## config.mk

```make
export PLATFORM = sky130hd
export DESIGN_NAME = ahb_seven_seg
export DESIGN_NICKNAME = d
export VERILOG_FILES = /design/src/rtl/ahb_pkg.sv /design/src/rtl/seg_hex_decoder.sv /design/src/rtl/ahb_seven_seg.sv
export SDC_FILE = /design/constraint.sdc
export NUM_CORES = 1
export LEC_CHECK = 0
export CORE_ASPECT_RATIO = 0.9
export CORE_MARGIN = 10
export CORE_UTILIZATION = 40
export CTS_BUF_LIST = sky130_fd_sc_hd__clkbuf_8
export CTS_CLUSTER_SIZE = 14
export DETAILED_ROUTE_END_ITERATION = 10
export HOLD_SLACK_MARGIN = 0.02
export PLACE_DENSITY_LB_ADDON = 0.2
export SKIP_CTS_REPAIR_TIMING = 1
export SYNTH_ARGS = -nofsm -noshare
export SYNTH_HDL_FRONTEND = slang
export SYNTH_SLANG_ARGS = --single-unit
```

## constraint.sdc

```tcl
create_clock -name HCLK -period 1.94 [get_ports HCLK]
set_input_delay 0.291 -clock HCLK [delete_from_list [all_inputs] [get_ports HCLK]]
set_output_delay 0.291 -clock HCLK [all_outputs]
set_load 0.02 [all_outputs]
```

## src/rtl/ahb_pkg.sv

```systemverilog
// Shared AHB-Lite definitions: HTRANS codes and the word offsets that the
// simple register-mapped slaves on this bus decode from HADDR[3:2].
package ahb_pkg;

    localparam logic [1:0] HTRANS_IDLE   = 2'b00;
    localparam logic [1:0] HTRANS_BUSY   = 2'b01;
    localparam logic [1:0] HTRANS_NONSEQ = 2'b10;
    localparam logic [1:0] HTRANS_SEQ    = 2'b11;

    localparam logic [1:0] WORD_DIGITS = 2'd0;
    localparam logic [1:0] WORD_DOTS   = 2'd1;
    localparam logic [1:0] WORD_CTRL   = 2'd2;
    localparam logic [1:0] WORD_STATUS = 2'd3;

endpackage

```

## src/rtl/seg_hex_decoder.sv

```systemverilog
// Hex nibble to seven-segment glyph, active-high, bit 0 = segment a.
module seg_hex_decoder (
    input  logic [3:0] hex_i,
    output logic [6:0] seg_o
);

    always_comb begin
        seg_o = '0;
        case (hex_i)
            4'h0: seg_o = 7'h3F;
            4'h1: seg_o = 7'h06;
            4'h2: seg_o = 7'h5B;
            4'h3: seg_o = 7'h4F;
            4'h4: seg_o = 7'h66;
            4'h5: seg_o = 7'h6D;
            4'h6: seg_o = 7'h7D;
            4'h7: seg_o = 7'h07;
            4'h8: seg_o = 7'h7F;
            4'h9: seg_o = 7'h6F;
            4'hA: seg_o = 7'h77;
            4'hB: seg_o = 7'h7C;
            4'hC: seg_o = 7'h39;
            4'hD: seg_o = 7'h5E;
            4'hE: seg_o = 7'h79;
            4'hF: seg_o = 7'h71;
        endcase
    end

endmodule

```

## src/rtl/ahb_seven_seg.sv

```systemverilog
// AHB-Lite slave scanning a 4-digit common-anode seven-segment display.
// Digit/dot writes land in shadow registers and are committed at frame wrap.
module ahb_seven_seg #(
    parameter int unsigned SCAN_DIV = 1000
) (
    input  logic        HCLK,
    input  logic        HRESETn,
    input  logic [31:0] HADDR,
    input  logic [31:0] HWDATA,
    input  logic [2:0]  HSIZE,
    input  logic [1:0]  HTRANS,
    input  logic        HWRITE,
    input  logic        HREADY,
    input  logic        HSEL,
    output logic [31:0] HRDATA,
    output logic        HREADYOUT,
    output logic [3:0]  nDigit,
    output logic [7:0]  nSegment
);
    import ahb_pkg::*;

    localparam int unsigned     CNT_W    = (SCAN_DIV > 2) ? $clog2(SCAN_DIV) : 1;
    localparam logic [CNT_W-1:0] CNT_LAST = CNT_W'(SCAN_DIV - 1);

    logic             wr_en_q, rd_en_q;
    logic [1:0]       word_addr_q;
    logic [15:0]      shadow_digits_q, active_digits_q;
    logic [3:0]       shadow_dots_q, active_dots_q;
    logic             enable_q, pending_q;
    logic [CNT_W-1:0] scan_cnt_q, scan_cnt_d;
    logic [1:0]       scan_idx_q, scan_idx_d;
    logic [3:0]       ndigit_q, ndigit_d;
    logic [7:0]       nsegment_q, nsegment_d;

    logic             scan_tick, frame_wrap, commit, shadow_wr;
    logic [3:0]       cur_nibble;
    logic [6:0]       cur_glyph;
    logic             unused_bus;

    assign unused_bus = ^{HSIZE, HADDR[31:4], HADDR[1:0], HWDATA[31:16]};

    assign HREADYOUT  = 1'b1;
    assign scan_tick  = (scan_cnt_q == CNT_LAST);
    assign frame_wrap = scan_tick && (scan_idx_q == 2'd3);
    assign commit     = frame_wrap && pending_q;
    assign shadow_wr  = wr_en_q && ((word_addr_q == WORD_DIGITS) || (word_addr_q == WORD_DOTS));

    always_ff @(posedge HCLK or negedge HRESETn) begin
        if (!HRESETn) begin
            wr_en_q     <= 1'b0;
            rd_en_q     <= 1'b0;
            word_addr_q <= '0;
        end else if (HREADY && HSEL && (HTRANS != HTRANS_IDLE)) begin
            wr_en_q     <= HWRITE;
            rd_en_q     <= !HWRITE;
            word_addr_q <= HADDR[3:2];
        end else begin
            wr_en_q     <= 1'b0;
            rd_en_q     <= 1'b0;
            word_addr_q <= '0;
        end
    end

    // Commit reads the pre-write shadow; a same-cycle shadow write keeps Pending set.
    always_ff @(posedge HCLK or negedge HRESETn) begin
        if (!HRESETn) begin
            shadow_digits_q <= '0;
            shadow_dots_q   <= '0;
            active_digits_q <= '0;
            active_dots_q   <= '0;
            enable_q        <= 1'b0;
            pending_q       <= 1'b0;
        end else begin
            if (wr_en_q) begin
                case (word_addr_q)
                    WORD_DIGITS: shadow_digits_q <= HWDATA[15:0];
                    WORD_DOTS:   shadow_dots_q   <= HWDATA[3:0];
                    WORD_CTRL:   enable_q        <= HWDATA[0];
                    default:     ;
                endcase
            end
            if (commit) begin
                active_digits_q <= shadow_digits_q;
                active_dots_q   <= shadow_dots_q;
            end
            if (shadow_wr) begin
                pending_q <= 1'b1;
            end else if (commit) begin
                pending_q <= 1'b0;
            end
        end
    end

    always_comb begin
        scan_cnt_d = scan_cnt_q + 1'b1;
        scan_idx_d = scan_idx_q;
        if (scan_tick) begin
            scan_cnt_d = '0;
            scan_idx_d = scan_idx_q + 2'd1;
        end
    end

    always_ff @(posedge HCLK or negedge HRESETn) begin
        if (!HRESETn) begin
            scan_cnt_q <= '0;
            scan_idx_q <= '0;
        end else begin
            scan_cnt_q <= scan_cnt_d;
            scan_idx_q <= scan_idx_d;
        end
    end

    assign cur_nibble = active_digits_q[{scan_idx_q, 2'b00} +: 4];

    seg_hex_decoder u_hex (
        .hex_i (cur_nibble),
        .seg_o (cur_glyph)
    );

    always_comb begin
        ndigit_d   = 4'hF;
        nsegment_d = 8'hFF;
        if (enable_q) begin
            ndigit_d   = ~(4'b0001 << scan_idx_q);
            nsegment_d = ~{active_dots_q[scan_idx_q], cur_glyph};
        end
    end

    always_ff @(posedge HCLK or negedge HRESETn) begin
        if (!HRESETn) begin
            ndigit_q   <= 4'hF;
            nsegment_q <= 8'hFF;
        end else begin
            ndigit_q   <= ndigit_d;
            nsegment_q <= nsegment_d;
        end
    end

    assign nDigit   = ndigit_q;
    assign nSegment = nsegment_q;

    always_comb begin
        HRDATA = '0;
        if (rd_en_q) begin
            case (word_addr_q)
                WORD_DIGITS: HRDATA = {16'd0, shadow_digits_q};
                WORD_DOTS:   HRDATA = {28'd0, shadow_dots_q};
                WORD_CTRL:   HRDATA = {31'd0, enable_q};
                WORD_STATUS: HRDATA = {27'd0, scan_idx_q, 2'b00, pending_q};
                default:     HRDATA = '0;
            endcase
        end
    end

endmodule

```

## Word-level counts from Yosys, hierarchy flattened

Memory sizes are Yosys's and may differ from the RTL's.
Cells that the tools add are included.

| storage, ports and cells | value |
|---|---|
| flip-flop bits (word level) | 70 |
| memory bits (read-only) | 112 |
| input bits | 74 |
| memories kept | 1 |

Memories:

| name | words | bits a word | read ports | clocked after memory_dff | wr ports | line | text |
|---|---|---|---|---|---|---|---|
| (no name shown) | 16 | 7 | 1 | 0 | 0 | seg_hex_decoder.sv:9 | `case (hex_i)` |

| cells by class | value |
|---|---|
| add/sub/neg operators | 2 |
| magnitude comparators | 1 |
| eq/ne operators | 5 |
| shift operators | 2 |
| multiplexer cells | 12 |
| bitwise operators | 2 |
| reductions and logical operators | 13 |

Operator list:

| kind | count |
|---|---|
| one-hot mux 32 bit (4 select lines) | 1 |
| two-way mux 32 bit | 1 |
| variable part select 16 x 5 -> 4 bit | 1 |
| adder 10 x 1 -> 10 bit (second input constant) | 1 |
| equality test 10 bit (second input constant) | 1 |
| two-way mux 10 bit | 1 |
| two-way mux 8 bit | 1 |
| NOT 8 bit | 1 |
| equality test 2 bit (second input constant) | 3 |
| AND reduction 2 bit | 3 |
| logical AND 1 bit | 5 |
| two-way mux 1 bit | 5 |
| two-way mux 4 bit | 1 |
| NOT 4 bit | 1 |
| nonzero test 2 bit | 2 |
| << shifter 1 x 2 -> 4 bit (first input constant) | 1 |
| < comparator 2 x 3 -> 1 bit (second input constant) | 1 |
| adder 2 x 1 -> 2 bit (second input constant) | 1 |
| binary-select mux 1 bit (select 2 bit) | 1 |
| equality test 2 x 1 -> 1 bit (second input constant) | 1 |
| logical NOT 2 bit | 1 |
| two-way mux 2 bit | 1 |
| logical NOT 1 bit | 1 |
| logical OR 1 bit | 1 |

## Longest topological paths before layout

| logic depth | value |
|---|---|
| depth after elaboration | 5 |
| depth in mapped cells | 7 |
| mapped depth without buffers | 6 |

## By module

Synthesis repeated with hierarchy kept, for this count alone.

| unflattened totals | value |
|---|---|
| cells, all modules | 278 |
| area, all modules | 3539.6 sq um |

Modules (own cells, without submodules):

| module | instances | cells an instance | area each (sq um) | seq. area each (sq um) |
|---|---|---|---|---|
| ahb_seven_seg | 1 | 245 | 3251.9 | 1766.7 |
| seg_hex_decoder | 1 | 33 | 287.8 | 0.0 |

## Worst setup path after synthesis

Ideal clock, no wire load.

| timing | value |
|---|---|
| path type | register to register |
| start point | reg scan_idx_q[0] |
| end point | reg nsegment_q[3] (netlist: nSegment[3]) |
| arrival time | 1.828 ns |
| data required time | 1.868 ns |
| path slack | 0.040 ns |
| cell stages (with the launch flop) | 7 |
| path buffers | 1 |
| period minus slack after synthesis | 1.900 ns |
| cell sequence | dfrtp_1 -> buf_6 -> mux4_1 -> inv_1 -> ha_1 -> o211a_1 -> o21ai_1 |

| on the way | value |
|---|---|
| word-level cells in the longest chain between the ends | 4 |

Ends and longest elaborated chain:

| item | line | text |
|---|---|---|
| start: declaration | ahb_seven_seg.sv:31 | `logic [1:0] scan_idx_q, scan_idx_d;` |
| start signal: assignment | ahb_seven_seg.sv:109 | `scan_idx_q <= scan_idx_d;` |
| variable part select 16 x 5 -> 4 bit | ahb_seven_seg.sv:113 | `assign cur_nibble = active_digits_q[{scan_idx_q, 2'b00} +: 4];` |
| memory read (16 x 7 bit) | -- |  |
| NOT 8 bit | ahb_seven_seg.sv:125 | `nsegment_d = ~{active_dots_q[scan_idx_q], cur_glyph};` |
| two-way mux 8 bit | ahb_seven_seg.sv:123 | `if (enable_q) begin` |
| net nsegment_d[3] | ahb_seven_seg.sv:33 | `logic [7:0] nsegment_q, nsegment_d;` |
| end signal: assignment | ahb_seven_seg.sv:135 | `nsegment_q <= nsegment_d;` |
| end: declaration | ahb_seven_seg.sv:33 |  |

The timed path passes the listed nets, and every way through them passes these cells.
A chain may end at the register's enable or synchronous reset.

## Worst setup path after layout

| timing | value |
|---|---|
| start point | reg scan_idx_q[0] |
| end point | out HRDATA[3] |

| on the way | value |
|---|---|
| word-level cells in the longest chain between the ends | 2 |

Ends and longest elaborated chain:

| item | line | text |
|---|---|---|
| one-hot mux 32 bit (4 select lines) | ahb_seven_seg.sv:145 | `case (word_addr_q)` |
| two-way mux 32 bit | ahb_seven_seg.sv:144 | `if (rd_en_q) begin` |
| end: declaration | ahb_seven_seg.sv:15 | `output logic [31:0] HRDATA,` |

No other way between the ends. The select of a mux whose other input is x is not followed.

==> flow_summary.toml <==
[place]
place.gp.congestion = 0.781
post-place-ws_ns = -0.0685
port_buffers = 52
hpwl_um = 5010

[synth]
synthTopCellsByArea = "dfrtp_1 42%, mux2_2 13%, dfstp_2 9.2%, ha_1 4.0%, buf_4 3.7%"
syn_inst = 271
yosysTopAreaCell = "dfrtp_1"
synth_edf_count = 0
netlist_area_mm2 = 0.00343
syn_area_per_cell_um2 = 12.6
yosysTopAreaCellShare_pct = 42.4
synthFlopType = "dfrtp_1"
ys_warn_count = 0
async_flop_share_pct = 100
synth_seq_cells = 70
yosys.cell_types.count = 45
yosysSeqAreaShare_pct = 51.6

[hold_path]
min_to = "scan_cnt_q[0]"
holdPathStages = 1
min-delay-start = "scan_cnt_q[0]"
hold_class = "reg -> reg"

[setup_path]
crit_fanout = 6
critPathRequiredTime_ns = 1.65
reg2reg_to = "nSegment[3]"
worstPathArrival_ns = 1.60
worstSetupPathType = "reg -> out"
r2r_cells = 5
endpoint_kind = "output port"
worstReg2RegStart = "scan_idx_q[0]"
r2r_slack_ns = 0.10
startpoint_type = "flop"
startpoint = "scan_idx_q[0]"

[clocking]
clk_latency_ns = 0.34
numCtsBuffers = 9
cts_sinks = 70
h-tree-depth = 3
clk_pin_slew_ns = 0.08
tritoncts = "yes"
clock_path_buffers = 2
cts-root-buf = "clkbuf_8"

[floorplanning]
initial_utilization_pct = 41.9
coreArea_mm2 = 0.00818
die_w_um = 118
rows = 31
die_y_um = 108
pin_count = 119
die_area_mm2 = 0.0127

[sta]
finalClockSkew_ns = 0.0103
finalMaxSlewViolations = 0
finalCritPeriodShare_pct = 97.5
setup_slack_ns = 0.0480
period_minus_slack_ns = 1.89
finalSetupTns_ns = 0
setup_viol = 0
hold_viol_final = 0
fmax_ghz = 0.529
grt_setup_unrepaired = "true"

[drt]
viasPerCell = 4.66
first_iter_violations = 91
drtPass1Iterations = 4
drcViolationCount = 0
ant_nets = 0
wl_per_cell_um = 14.4
num_vias = 2169
wl_um = 6700

[finish]
final_cell_mix = "57 x dfrtp_1, 41 x mux2_2, 35 x clkdlybuf4s50_1"
area_delta_synth_final_pct = 25.6
n_fill_cell = 734
fin_nets = 430
final_common_cell = "dfrtp_1"
drive_gt1_share_pct = 35.7
num_antenna_cells = 0

[pwr]
leakage_nw = 1.96
ir_drop_uv = 388
p_per_area_mw_per_mm2 = 734

[grt]
grt_overflow = 0
grtUsageTotal_pct = 11.0
grt_pass1_wl_um = 11400
antenna_found_initial = 0
grt_pass1_vias = 2279
grt_max_degree = 71

[run_status]
outcome = "finished, final reports clean"

[run]
cap_violations = 0
[layout make-up]
| class | instances | area (um2) | area share, % |
|---|---|---|---|
| sequential | 70 | 1770 | 41.1 |
| timing repair buffer | 78 | 696 | 16.2 |
| clock buffer | 10 | 138 | 3.20 |
| clock inverter | 6 | 46.3 | 1.08 |
| inverter | 5 | 18.8 | 0.436 |
| multi-input combinational | 181 | 1490 | 34.7 |
| tap | 115 | 144 | 3.34 |
[cell families after synthesis]
group | count (synthesis) | synth area share, %
flops | 70 | 51.6
simple gates | 69 | 10.6
mux | 51 | 19.0
buf+inv | 35 | 6.94
compound gates | 27 | 6.17
fa+ha+maj | 11 | 4.02
xor+xnor | 6 | 1.53
other cells | 2 | 0.219
[through the flow]
step / hold slack (ns) / instances / utilization (%) / area (um2) / total power (W)
after floorplan: -0.00459 / 286 / - / 3480 / 0.00193
after global placement: 0.343 / 447 / 50.6 / 4140 / 0.00212
after detailed placement: 0.355 / 447 / 50.6 / 4140 / 0.00213
after CTS: -0.0323 / 463 / 52.8 / 4320 / 0.00322
after global routing: 0.503 / 465 / 52.6 / 4300 / 0.00334
final: 0.456 / 465 / 52.6 / 4300 / 0.00316
[critical path: stages, from the launching register on]
cell,delay (ns)
dfrtp_2,0.49
buf_4,0.16
mux2_2,0.25
a22oi_1,0.14
nor2b_1,0.07
buf_2,0.16
[layer usage]
layer	routed length [um]	global-route usage (%)	vias up
li1	-	-	1057
met1	3090	13.4	1050
met2	2990	16.7	57
met3	565	5.98	5
met4	51	2.65	0
met5	0	0	-
[state kept, by name, summed over array words and instances, names as in the netlist, 2 cells and up]
signal and count:
shadow_dots_q 4, active_digits_q 16, active_dots_q 4, scan_idx_q 2, scan_cnt_q 10, nDigit 4
shadow_digits_q 16, word_addr_q 2, nSegment 8
[synthesized netlist by cell type, types with 2 or more instances]
cell / n
clkbuf_1: 4
o21ai_0: 4
buf_4: 17
mux4_2: 3
mux2i_1: 3
conb_1: 2
o211ai_1: 4
and2_1: 15
and3_1: 2
xor2_1: 3
dfrtp_1: 58
buf_6: 5
buf_2: 4
mux4_1: 3
inv_1: 5
ha_1: 11
nor2b_1: 6
xnor2_1: 3
nand4_1: 2
dfstp_2: 12
nand3_1: 6
nand2b_1: 2
a21o_1: 2
nand2_1: 17
nor2_1: 12
o211a_1: 2
mux2_2: 41
a21oi_1: 5
o311ai_2: 2
[power breakdown]
| part | internal (W) | switching [W] | leakage, nW |
|---|---|---|---|
| clock network | 0.000504 | 0.000559 | 0.0889 |
| registers | 0.00160 | 0.0000828 | 0.872 |
| logic | 0.000223 | 0.000190 | 0.996 |
[worst max path at each step]
stage	end	depth (start not counted)	slack, ns
global placement	nSegment[0]	6	-0.05
floorplan	nSegment[3]	6	0.04
global route	HRDATA[3]	5	-0.04
detailed placement	nSegment[3]	5	-0.07
CTS	HRDATA[3]	5	-0.42
finish	HRDATA[3]	5	0.05
Power figures use the tool's default switching activity.
